`src/rtl/pcomp_dma_arbiter_if.sv`:
```
// Purpose: bundles the requester-side and engine-side signals of the pcomp DMA arbiter.
// Latency: none, wiring only.
// Backpressure: none here; the engine paces transfers with ack/done/valid.
interface pcomp_dma_arbiter_if #(
    parameter int NUM_REQ = 4
);
    logic [NUM_REQ-1:0]    req_i;
    logic [NUM_REQ*32-1:0] req_addr_i;
    logic [NUM_REQ*8-1:0]  req_len_i;
    logic [NUM_REQ-1:0]    req_ack_o;
    logic [NUM_REQ-1:0]    req_done_o;
    logic [NUM_REQ-1:0]    req_valid_o;
    logic [31:0]           req_data_o;
    logic                  dma_req_o;
    logic                  dma_ack_i;
    logic                  dma_done_i;
    logic [31:0]           dma_addr_o;
    logic [7:0]            dma_len_o;
    logic [31:0]           dma_data_i;
    logic                  dma_valid_i;
    logic [NUM_REQ-1:0]    grant_o;
    logic [31:0]           STATUS;

    // Arbiter side
    modport slave (
        input  req_i, req_addr_i, req_len_i,
        input  dma_ack_i, dma_done_i, dma_data_i, dma_valid_i,
        output req_ack_o, req_done_o, req_valid_o, req_data_o,
        output dma_req_o, dma_addr_o, dma_len_o, grant_o, STATUS
    );

    // Requesters plus engine side
    modport master (
        output req_i, req_addr_i, req_len_i,
        output dma_ack_i, dma_done_i, dma_data_i, dma_valid_i,
        input  req_ack_o, req_done_o, req_valid_o, req_data_o,
        input  dma_req_o, dma_addr_o, dma_len_o, grant_o, STATUS
    );
endinterface

```
`src/rtl/pcomp_dma_arbiter.sv`:
```
// Purpose: round-robin share of one DMA read engine among NUM_REQ pcomp tables.
// Latency: request to dma_req_o one cycle; ack/done/valid steered combinationally.
// Backpressure: engine paces everything; requesters hold req until acked.
module pcomp_dma_arbiter #(
    parameter int NUM_REQ = 4
) (
    input  logic                 clk_i,
    input  logic                 reset_i,
    pcomp_dma_arbiter_if.slave   bus
);
    localparam int IW = (NUM_REQ > 1) ? $clog2(NUM_REQ) : 1;

    typedef enum logic [1:0] {S_IDLE, S_REQ, S_XFER} state_t;

    state_t             r_state;
    state_t             w_state_nxt;
    logic [NUM_REQ-1:0] r_grant;
    logic [IW-1:0]      r_gidx;
    logic [IW-1:0]      r_last;
    logic [31:0]        r_addr;
    logic [7:0]         r_len;
    logic               r_dma_req;
    logic [8:0]         r_beats;
    logic [7:0]         r_last_beats;
    logic               r_len_mis;
    logic               r_stray_done;
    logic               r_stray_valid;

    logic               w_sel_vld;
    logic [IW-1:0]      w_sel_idx;
    logic [8:0]         w_beats_nxt;
    logic [8:0]         w_exp_beats;
    logic [NUM_REQ-1:0] w_ack;
    logic [NUM_REQ-1:0] w_done;
    logic [NUM_REQ-1:0] w_valid;

    // Round-robin pick: first set request bit above the last owner, wrapping
    always_comb begin
        w_sel_vld = 1'b0;
        w_sel_idx = '0;
        for (int i = 1; i <= NUM_REQ; i++) begin
            if (!w_sel_vld && bus.req_i[(int'(r_last) + i) % NUM_REQ]) begin
                w_sel_vld = 1'b1;
                w_sel_idx = IW'((int'(r_last) + i) % NUM_REQ);
            end
        end
    end

    // Beat count including the current strobe, saturating; length 0 encodes 256
    always_comb begin
        w_beats_nxt = r_beats;
        if (bus.dma_valid_i && (r_beats != 9'd511)) begin
            w_beats_nxt = r_beats + 9'd1;
        end
        w_exp_beats = (r_len == 8'd0) ? 9'd256 : {1'b0, r_len};
    end

    // State register
    always_ff @(posedge clk_i) begin
        if (reset_i) begin
            r_state <= S_IDLE;
        end else begin
            r_state <= w_state_nxt;
        end
    end

    // Next-state: ack wins over a coincident done in REQ
    always_comb begin
        w_state_nxt = r_state;
        case (r_state)
            S_IDLE: if (w_sel_vld)      w_state_nxt = S_REQ;
            S_REQ:  if (bus.dma_ack_i)  w_state_nxt = S_XFER;
            S_XFER: if (bus.dma_done_i) w_state_nxt = S_IDLE;
            default:                    w_state_nxt = S_IDLE;
        endcase
    end

    // Combinational steering of engine handshakes to the current owner only
    always_comb begin
        w_ack   = '0;
        w_done  = '0;
        w_valid = '0;
        if (r_state == S_REQ && bus.dma_ack_i) begin
            w_ack = r_grant;
        end
        if (r_state == S_XFER) begin
            if (bus.dma_done_i)  w_done  = r_grant;
            if (bus.dma_valid_i) w_valid = r_grant;
        end
    end

    // Grant/latch, beat counting and sticky protocol-error flags
    always_ff @(posedge clk_i) begin
        if (reset_i) begin
            r_grant       <= '0;
            r_gidx        <= '0;
            r_last        <= IW'(NUM_REQ - 1);
            r_addr        <= '0;
            r_len         <= '0;
            r_dma_req     <= 1'b0;
            r_beats       <= '0;
            r_last_beats  <= '0;
            r_len_mis     <= 1'b0;
            r_stray_done  <= 1'b0;
            r_stray_valid <= 1'b0;
        end else begin
            case (r_state)
                S_IDLE: begin
                    if (w_sel_vld) begin
                        r_grant   <= NUM_REQ'(1) << w_sel_idx;
                        r_gidx    <= w_sel_idx;
                        r_addr    <= bus.req_addr_i[32*w_sel_idx +: 32];
                        r_len     <= bus.req_len_i[8*w_sel_idx +: 8];
                        r_dma_req <= 1'b1;
                    end
                end
                S_REQ: begin
                    if (bus.dma_ack_i) begin
                        r_dma_req <= 1'b0;
                        r_beats   <= '0;
                    end
                end
                S_XFER: begin
                    r_beats <= w_beats_nxt;
                    if (bus.dma_done_i) begin
                        r_last_beats <= w_beats_nxt[7:0];
                        if (w_beats_nxt != w_exp_beats) begin
                            r_len_mis <= 1'b1;
                        end
                        r_last  <= r_gidx;
                        r_grant <= '0;
                    end
                end
                default: ;
            endcase
            if (bus.dma_done_i && r_state != S_XFER) begin
                r_stray_done <= 1'b1;
            end
            if (bus.dma_valid_i && r_state != S_XFER) begin
                r_stray_valid <= 1'b1;
            end
        end
    end

    assign bus.req_ack_o   = w_ack;
    assign bus.req_done_o  = w_done;
    assign bus.req_valid_o = w_valid;
    assign bus.req_data_o  = bus.dma_data_i;
    assign bus.dma_req_o   = r_dma_req;
    assign bus.dma_addr_o  = r_addr;
    assign bus.dma_len_o   = r_len;
    assign bus.grant_o     = r_grant;
    assign bus.STATUS      = {16'd0, r_last_beats, 5'd0, r_stray_valid, r_stray_done, r_len_mis};
endmodule

```
`src/flat_wrapper.sv`:
```
// flat-port wrapper written by rule: the top's interface ports become plain ports
module pcomp_dma_arbiter_flat 
#(
    parameter int NUM_REQ = 4
)
  (clk_i, reset_i, bus_req_i, bus_req_addr_i, bus_req_len_i, bus_dma_ack_i, bus_dma_done_i, bus_dma_data_i, bus_dma_valid_i, bus_req_ack_o, bus_req_done_o, bus_req_valid_o, bus_req_data_o, bus_dma_req_o, bus_dma_addr_o, bus_dma_len_o, bus_grant_o, bus_STATUS);
  pcomp_dma_arbiter_if #(.NUM_REQ(NUM_REQ)) bus_i ();
  input  logic clk_i;
  input  logic reset_i;
  input wire logic [$bits(bus_i.req_i)-1:0] bus_req_i;
  input wire logic [$bits(bus_i.req_addr_i)-1:0] bus_req_addr_i;
  input wire logic [$bits(bus_i.req_len_i)-1:0] bus_req_len_i;
  input wire logic [$bits(bus_i.dma_ack_i)-1:0] bus_dma_ack_i;
  input wire logic [$bits(bus_i.dma_done_i)-1:0] bus_dma_done_i;
  input wire logic [$bits(bus_i.dma_data_i)-1:0] bus_dma_data_i;
  input wire logic [$bits(bus_i.dma_valid_i)-1:0] bus_dma_valid_i;
  output wire logic [$bits(bus_i.req_ack_o)-1:0] bus_req_ack_o;
  output wire logic [$bits(bus_i.req_done_o)-1:0] bus_req_done_o;
  output wire logic [$bits(bus_i.req_valid_o)-1:0] bus_req_valid_o;
  output wire logic [$bits(bus_i.req_data_o)-1:0] bus_req_data_o;
  output wire logic [$bits(bus_i.dma_req_o)-1:0] bus_dma_req_o;
  output wire logic [$bits(bus_i.dma_addr_o)-1:0] bus_dma_addr_o;
  output wire logic [$bits(bus_i.dma_len_o)-1:0] bus_dma_len_o;
  output wire logic [$bits(bus_i.grant_o)-1:0] bus_grant_o;
  output wire logic [$bits(bus_i.STATUS)-1:0] bus_STATUS;
  assign bus_i.req_i = bus_req_i;
  assign bus_i.req_addr_i = bus_req_addr_i;
  assign bus_i.req_len_i = bus_req_len_i;
  assign bus_i.dma_ack_i = bus_dma_ack_i;
  assign bus_i.dma_done_i = bus_dma_done_i;
  assign bus_i.dma_data_i = bus_dma_data_i;
  assign bus_i.dma_valid_i = bus_dma_valid_i;
  assign bus_req_ack_o = bus_i.req_ack_o;
  assign bus_req_done_o = bus_i.req_done_o;
  assign bus_req_valid_o = bus_i.req_valid_o;
  assign bus_req_data_o = bus_i.req_data_o;
  assign bus_dma_req_o = bus_i.dma_req_o;
  assign bus_dma_addr_o = bus_i.dma_addr_o;
  assign bus_dma_len_o = bus_i.dma_len_o;
  assign bus_grant_o = bus_i.grant_o;
  assign bus_STATUS = bus_i.STATUS;
  pcomp_dma_arbiter #(.NUM_REQ(NUM_REQ)) u_core (.clk_i(clk_i), .reset_i(reset_i), .bus(bus_i));
endmodule
```
`config.mk`:
```
export PLATFORM = sky130hd
export DESIGN_NAME = pcomp_dma_arbiter_flat
export DESIGN_NICKNAME = d
export VERILOG_FILES = /design/src/rtl/pcomp_dma_arbiter_if.sv /design/src/rtl/pcomp_dma_arbiter.sv /design/src/flat_wrapper.sv
export SDC_FILE = /design/constraint.sdc
export NUM_CORES = 1
export LEC_CHECK = 0
export CAP_MARGIN = 20
export CORE_AREA = 2 2 125 127
export DETAILED_ROUTE_END_ITERATION = 6
export DIE_AREA = 0 0 127 129
export PLACE_DENSITY = 0.84
export SKIP_CTS_REPAIR_TIMING = 1
export SYNTH_ARGS = -nofsm -noshare
export SYNTH_HDL_FRONTEND = slang
export SYNTH_SLANG_ARGS = --single-unit
```
`constraint.sdc`:
```
create_clock -name clk_i -period 7.1 [get_ports clk_i]
set_input_delay 0.71 -clock clk_i [delete_from_list [all_inputs] [get_ports clk_i]]
set_output_delay 0.71 -clock clk_i [all_outputs]
set_load 0.005 [all_outputs]
```
==> results.md, run 1 <==
- Clock-pin slew on the worst setup and hold paths: approximately 60 ps
- Sum of negative setup slack: 0 ps
- Cell area after placement: 6809 um^2
- Fin nets: 1010
- Worst clock skew: around 9.3 ps
- Top cell type's share of synthesized area: 29.71%
- Overflow left after global routing: 0
- Port Buf Inserts: 236
- Top flip-flop cell by instance count after synthesis: dfxtp_1
- Initial core utilization: approximately a third
- Post-synth EDFFs: 0
- Cells after Synth: 645
- Drt total wl: roughly 16000 um
- Crit. End Element: flop
- Final hold slack: 469.3 ps
- CP Cell Sequence: clkdlybuf4s50_1 -> and2b_1 -> o21ai_2 -> and3_2 -> buf_4 -> nand2_1 -> a32o_1 -> o21ai_1
- Drt first-iter violations: 299
- Initial antenna violation count: 0
- Maximum frequency from static timing analysis: 333.7 MHz
- Max transition margin: 38.38%
- Number of pins exceeding their max-slew limit in the final report: 0
- Hold violation count in the final report: 0
- Die X-Extent: 127 um
- Start point of the worst min-delay path: u_core.r_gidx[0]
- Residual DRC: 0
- Worst setup slack after placement: 3761 ps
- Top library cells by usage in the layout, fill and taps aside: 235 x clkdlybuf4s50_1, 131 x nand2_1, 71 x dfxtp_1
- Floorplan row count: 45
- Source-to-sink clock delay at the later pin of the worst-skew pair: 340 ps
- Design area: 7121 um^2
- CP max stage delay: roughly 610 ps
- Critical path buffer and inverter count: 2
- DP HPWL: 11530 um
- Final routed wire length divided by cell count: 15.59 um
- Slowest stage cell on the critical path: and3_2
- Async set or reset register ratio after synthesis: 0%
- Diode count: 0
- Core region area: 14980 um^2
- Power per cell area: between 150 and 200 nW/um^2
- Number of H-tree branching levels: 3
- Commonest non-fill, non-tap cell in the layout: clkdlybuf4s50_1
- Vias post-DR: 5176
- Static power due to leakage: 0.002647 uW
- Area added between synthesis and finish: 48.86%
- Min-delay worst type: reg2reg
- Yosys Warn Count: 0
- Destination of the worst register-to-register timing path: u_core.r_len_mis
- Final worst slack: approximately 4100 ps
- Max-cap check violation count: 0
- Global placement routability congestion: 0.8802
- Shortest clock period the worst path allows after layout: between 2000 and 3000 ps
- Die height: 129 um
- RSZ-0062 raised after global routing: no
- Overall routing resource usage: around a fifth
- Sequential area share after synthesis: slightly below 30%
- Top cell type by total area after synthesis: dfxtp_1
- Critical R2R Launch: u_core.r_beats[4]
- Post-detailed-route count of antenna-violating nets: 0
- Detail-routed via count per cell: 5.176
- Share of cells above drive strength 1: roughly 3.8%
- Count of distinct cell types in the synthesized netlist: 51
- Detailed-router iteration count before antenna repair: 5
- Number of ports placed on the die boundary: 322
- Mean instance size in the synthesized netlist: 7.416 um^2
- Setup crit start kind: input port
- Sink of the worst hold path: u_core.r_last[0]
- Tightest Pin Transition: 924.3 ps
- Largest voltage drop on the vdd net: 0.1118 mV
- Final cycle utilization of the critical path: 42.21%
- Cell area after synthesis: 4783 um^2
- Global-route wire length before repair: between 20000 and 25000 um
- Clock tree from TritonCTS: done
- Setup violations, final: 0
- Pin count of the biggest net entering global routing: 73
- Number of synthesized register bits: 71
- CP Data Arrival Time: about 3300 ps
- Count of cells along the worst register-to-register path: 10
- Path type of the worst setup path: in2reg
- Cell depth of the worst min-delay path: 2
- Required time worst endpoint: 7350 ps
- CTS buffer count: 9
- Outcome: completed
- Reg-to-reg setup timing slack: 4150 ps
- Clock root buffer: clkbuf_16
- Number of global-route vias before repair: 4969
- Crit Path Max Fanout: 48
- Total clock sinks: 71
- Cells taking the most area after synthesis: dfxtp_1 30%, nand2_1 10%, buf_4 10%
- Die ar.: 16380 um^2
- Largest delay share family, worst path: buffers and inverters
- Max Buffers Root-to-Sink: 2
registers in the layout, indices dropped and copies added, names as in the netlist:
| signal | flops |
|---|---|
| u_core.bus.dma_addr_o | 32 |
| u_core.bus.dma_len_o | 8 |
| u_core.bus.dma_req_o | 1 |
| u_core.bus.grant_o | 4 |
| u_core.r_beats | 9 |
| u_core.r_gidx | 2 |
| u_core.r_last | 2 |
| u_core.r_last_beats | 8 |
| u_core.r_len_mis | 1 |
| u_core.r_state | 2 |
| u_core.r_stray_done | 1 |
| u_core.r_stray_valid | 1 |
cell families after synthesis:
kind of cell,count (synthesis),share of synthesized area [%]
other cells,1,0.07840
mux,2,0.4185
buf+inv,113,14.57
fa+ha+maj,2,0.5231
compound gates,172,24.09
xor+xnor,12,2.354
simple gates,272,28.25
flops,71,29.71
worst reg2reg max path: cells and delay by family (launching register included):
kind,cells,cell delay (ps)
flip-flops,1,400
AND/OR/NAND/NOR,6,1690
adder cells (fa/ha/maj),1,210
AO/OA/AOI/OAI,2,380
XOR/XNOR,1,110
worst max path at each step:
stage | from | end | slack (ps) | cells after the start
floorplan | u_core.r_beats[4] | u_core.r_len_mis | 4680 | 12
global placement | bus_req_i[3] | u_core.bus.dma_len_o[1] | 3820 | 8
detailed placement | bus_req_i[3] | u_core.bus.dma_addr_o[2] | 3760 | 8
CTS | bus_dma_ack_i | bus_req_ack_o[3] | 4100 | 4
global route | bus_req_i[3] | u_core.bus.dma_len_o[7] | 3890 | 8
finish | bus_req_i[3] | u_core.bus.dma_len_o[7] | 4100 | 8
cell usage after synthesis, types with 5 or more instances:
master,instances
buf_2,11
a211oi_1,8
and3_1,12
nand2b_1,6
xnor2_1,5
a32o_1,40
o21ai_1,41
and2_1,7
buf_4,65
a21oi_1,54
o21ai_0,6
dfxtp_1,71
nor2_1,39
nor3_1,6
nand3b_1,42
xor2_1,6
clkbuf_1,28
a32oi_1,6
nand2_1,131
stage by stage:
stage	instances	utilization, %	total power, uW
3_3_place_gp	984	45.46	844.8
2_1_floorplan	665	-	672.0
5_1_grt	1000	47.54	1392
3_5_place_dp	984	45.46	850.4
6_report	1000	47.54	1315
4_1_cts	1000	47.54	1332
layer usage:
| layer | vias to the layer above | wire length [um] | GRT usage, % |
|---|---|---|---|
| met5 | - | 0 | 0 |
| met4 | 0 | 343 | 7.628 |
| met3 | 26 | 1263 | 5.572 |
| met2 | 246 | 7660 | 32.67 |
| met1 | 2381 | 6321 | 21.63 |
| li1 | 2523 | - | - |
cell type report:
cell class | count | area, um^2
fillers | 1499 | 7856
multi-input cells | 481 | 2746
repair buffers | 241 | 2395
flip-flops and latches | 71 | 1421
clock buffers | 14 | 274.0
well taps | 188 | 235.2
clock inverters | 2 | 37.54
inverters | 3 | 11.26
where the power goes:
group	internal [uW]	switching, uW
combinational	215	161
clock	301	173
sequential	435	29.9
total	951	364
(Power assumes the default switching activity.)
==> run 2, diff against run 1 <==
--- a/config.mk
+++ b/config.mk
@@ -6,10 +6,10 @@
 export NUM_CORES = 1
 export LEC_CHECK = 0
 export CAP_MARGIN = 20
-export CORE_AREA = 2 2 125 127
+export CORE_AREA = 2 2 124 126
 export DETAILED_ROUTE_END_ITERATION = 6
-export DIE_AREA = 0 0 127 129
-export PLACE_DENSITY = 0.84
+export DIE_AREA = 0 0 126 128
+export PLACE_DENSITY = 0.85
 export SKIP_CTS_REPAIR_TIMING = 1
 export SYNTH_ARGS = -nofsm -noshare
 export SYNTH_HDL_FRONTEND = slang
==> constraint.sdc (replaced) <==
create_clock -name clk_i -period 2.79 [get_ports clk_i]
set_input_delay 0.279 -clock clk_i [delete_from_list [all_inputs] [get_ports clk_i]]
set_output_delay 0.279 -clock clk_i [all_outputs]
set_load 0.005 [all_outputs]
==> run 2 against run 1 <==
Against the previous run:
- global-route usage up 0.54 points
- hold slack better by 2.7 ps
- clock skew down 3.4 ps
- largest cell class unchanged
==> results.md, run 2 (synthesis results as in run 1) <==
- Max Buffers Root-to-Sink: 2 (unchanged)
- CTS buffer count: 9 (unchanged)
- Floorplan row count: 45 (unchanged)
- Detail-routed via count per cell: 5.150 (-0.50%)
- Commonest non-fill, non-tap cell in the layout: clkdlybuf4s50_1
- Overall routing resource usage: 19.30% (+0.54 points)
- Count of placed standard cells in the final layout, fillers left out: 1013 (+1.3%)
- Share of cells above drive strength 1: 5.455% (+1.6 points)
- RSZ-0062 raised after global routing: no
- Switching Power: 926.9 uW (+150%)
- Outcome: completed
- Global placement routability congestion: 0.8953 (+1.7%)
- Fin nets: 1023 (+1.3%)
- Number of global-route vias before repair: 4893 (-1.5%)
- Design area: 7276 um^2 (+2.2%)
- Max transition margin: 51.62% (+13 points)
- Initial core utilization: 32.18% (+0.24 points)
- Crit. End Element: flop
- Setup crit start kind: flop
- Diode count: 0 (unchanged)
- Number of pins exceeding their max-slew limit in the final report: 0 (unchanged)
- Post-detailed-route count of antenna-violating nets: 0 (unchanged)
- Sum of negative setup slack: 0 ps (unchanged)
- Clock-pin slew on the worst setup and hold paths: 60 ps (about the same)
- Clock tree from TritonCTS: done
- Drt total wl: 15780 um (+1.2%)
- DP HPWL: 11970 um (+3.8%)
- Die height: 128 um (-0.78%)
- Die X-Extent: 126 um (-0.79%)
- Clock root buffer: clkbuf_16
- Vias post-DR: 5217 (+0.79%)
- Static power due to leakage: 0.002742 uW (+3.6%)
- Setup violations, final: 0 (unchanged)
- Hold violation count in the final report: 0 (unchanged)
- Largest voltage drop on the vdd net: 0.3031 mV (+170%)
- Tightest Pin Transition: 720.2 ps (-204.1 ps)
- Combinational Power Share: 28.7% (about the same)
- Total instance count after detailed placement: 997 (+1.3%)
- Worst clock skew: 5.932 ps (-3.355 ps)
- Cell internal power dissipation: 2509 uW (+160%)
- Area added between synthesis and finish: 52.11%
- Max-cap check violation count: 0 (unchanged)
- Pin count of the biggest net entering global routing: 50 (-32%)
- Detailed-router iteration count before antenna repair: 4 (-1)
- Total design power: 3436 uW (+160%)
- Min-delay worst type: reg2reg
- Core region area: 14860 um^2 (-0.75%)
- Largest register FFs: 32 (unchanged)
- Maximum frequency from static timing analysis: 387.6 MHz
- CP Data Arrival Time: 2770 ps (-480 ps)
- Clock share of power: 36.8% (+0.7 points)
- Die ar.: 16130 um^2 (-1.6%)
- Path type of the worst setup path: reg2reg
- Required time worst endpoint: 2980 ps (-4370 ps)
- Final hold slack: 472.0 ps (+2.703 ps)
- Crit Path Max Fanout: 8 (-83%)
- Part of the power in registers: 34.5% (-0.9 points)
- Shortest clock period the worst path allows after layout: 2580 ps
- Top library cells by usage in the layout, fill and taps aside: 235 x clkdlybuf4s50_1, 131 x nand2_1, 71 x dfxtp_1
- Port Buf Inserts: 236 (unchanged)
- Power per cell area: 472.3 nW/um^2 (+160%)
- Number of ports placed on the die boundary: 322 (unchanged)
- Final cycle utilization of the critical path: between 90 and 100%
- Total clock sinks: 71 (unchanged)
- Global-route wire length before repair: 25250 um (+2.4%)
- Residual DRC: 0 (unchanged)
- Final routed wire length divided by cell count: 15.58 um (about the same)
- Overflow left after global routing: 0 (unchanged)
- Drt first-iter violations: 295 (-1.3%)
- Switch share: 26.98% (-0.71 points)
- Initial antenna violation count: 0 (unchanged)
- Source-to-sink clock delay at the later pin of the worst-skew pair: 340 ps (about the same)
- Cell area after placement: 6944 um^2 (+2.0%)
- Number of H-tree branching levels: 3 (unchanged)
run 2: changes by cell type in the layout (fill, tap and decap cells not counted):
cell and delta:
and4b_1 -1, and4b_2 +1, buf_4 +10, clkinvlp_4 -1
clkinv_2 +1, buf_12 +3, clkbuf_8 -1, bufinv_16 +1
nor2b_4 +1, nor2b_2 -1
run 2: critical path: stages (launching register included):
cell and delay, ps:
dfxtp_1 350, and4_4 220, and2_1 160, and3_1 180
ha_1 230, and4b_2 400, nand3_2 130, xor2_1 180
a221oi_1 280, and4b_1 230, a211oi_2 70
run 2: final timing paths:
kind | startpoint | cells past startpoint | end | slack [ps]
worst max-delay path | u_core.r_beats[5] | 10 | u_core.r_len_mis | 210
worst min register to register | u_core.r_gidx[0] | 2 | u_core.r_last[0] | 470
worst max register to register | u_core.r_beats[5] | 10 | u_core.r_len_mis | 210
worst min-delay path | u_core.r_gidx[0] | 2 | u_core.r_last[0] | 470
run 2: through the flow:
stage | worst slack, ps | utilization [%]
global placement | 120.3 | 46.72
global route | 42.95 | 48.95
floorplan | 374.6 | -
detailed placement | 46.19 | 46.72
CTS | 39.60 | 48.91
finish | 210.0 | 48.95
run 2: final cells by class:
type / count / area (um^2)
Sequential cell: 71 / 1421
Clock buffer: 13 / 260.3
Tap cell: 188 / 235.2
Multi-Input combinational cell: 481 / 2753
Fill cell: 1467 / 7589
Clock inverter: 3 / 65.06
Inverter: 3 / 11.26
Timing Repair Buffer: 254 / 2530
run 2: routing by layer:
layer / global-route usage (%) / vias to the layer above / part of all wire, %
li1: - / 2547 / -
met1: 23.26 / 2428 / 41
met2: 32.64 / 212 / 50
met3: 6.219 / 30 / 7.3
met4: 6.335 / 0 / 2.0
met5: 0 / - / 0
run 2: power by group through the flow:
stage	clock, uW	sequential (uW)	combinational (uW)
after global routing	1360	1200	1080
after global placement	0	1200	979
final	1260	1180	988
after floorplan	0	1190	517
after detailed placement	0	1210	990
after CTS	1300	1190	995
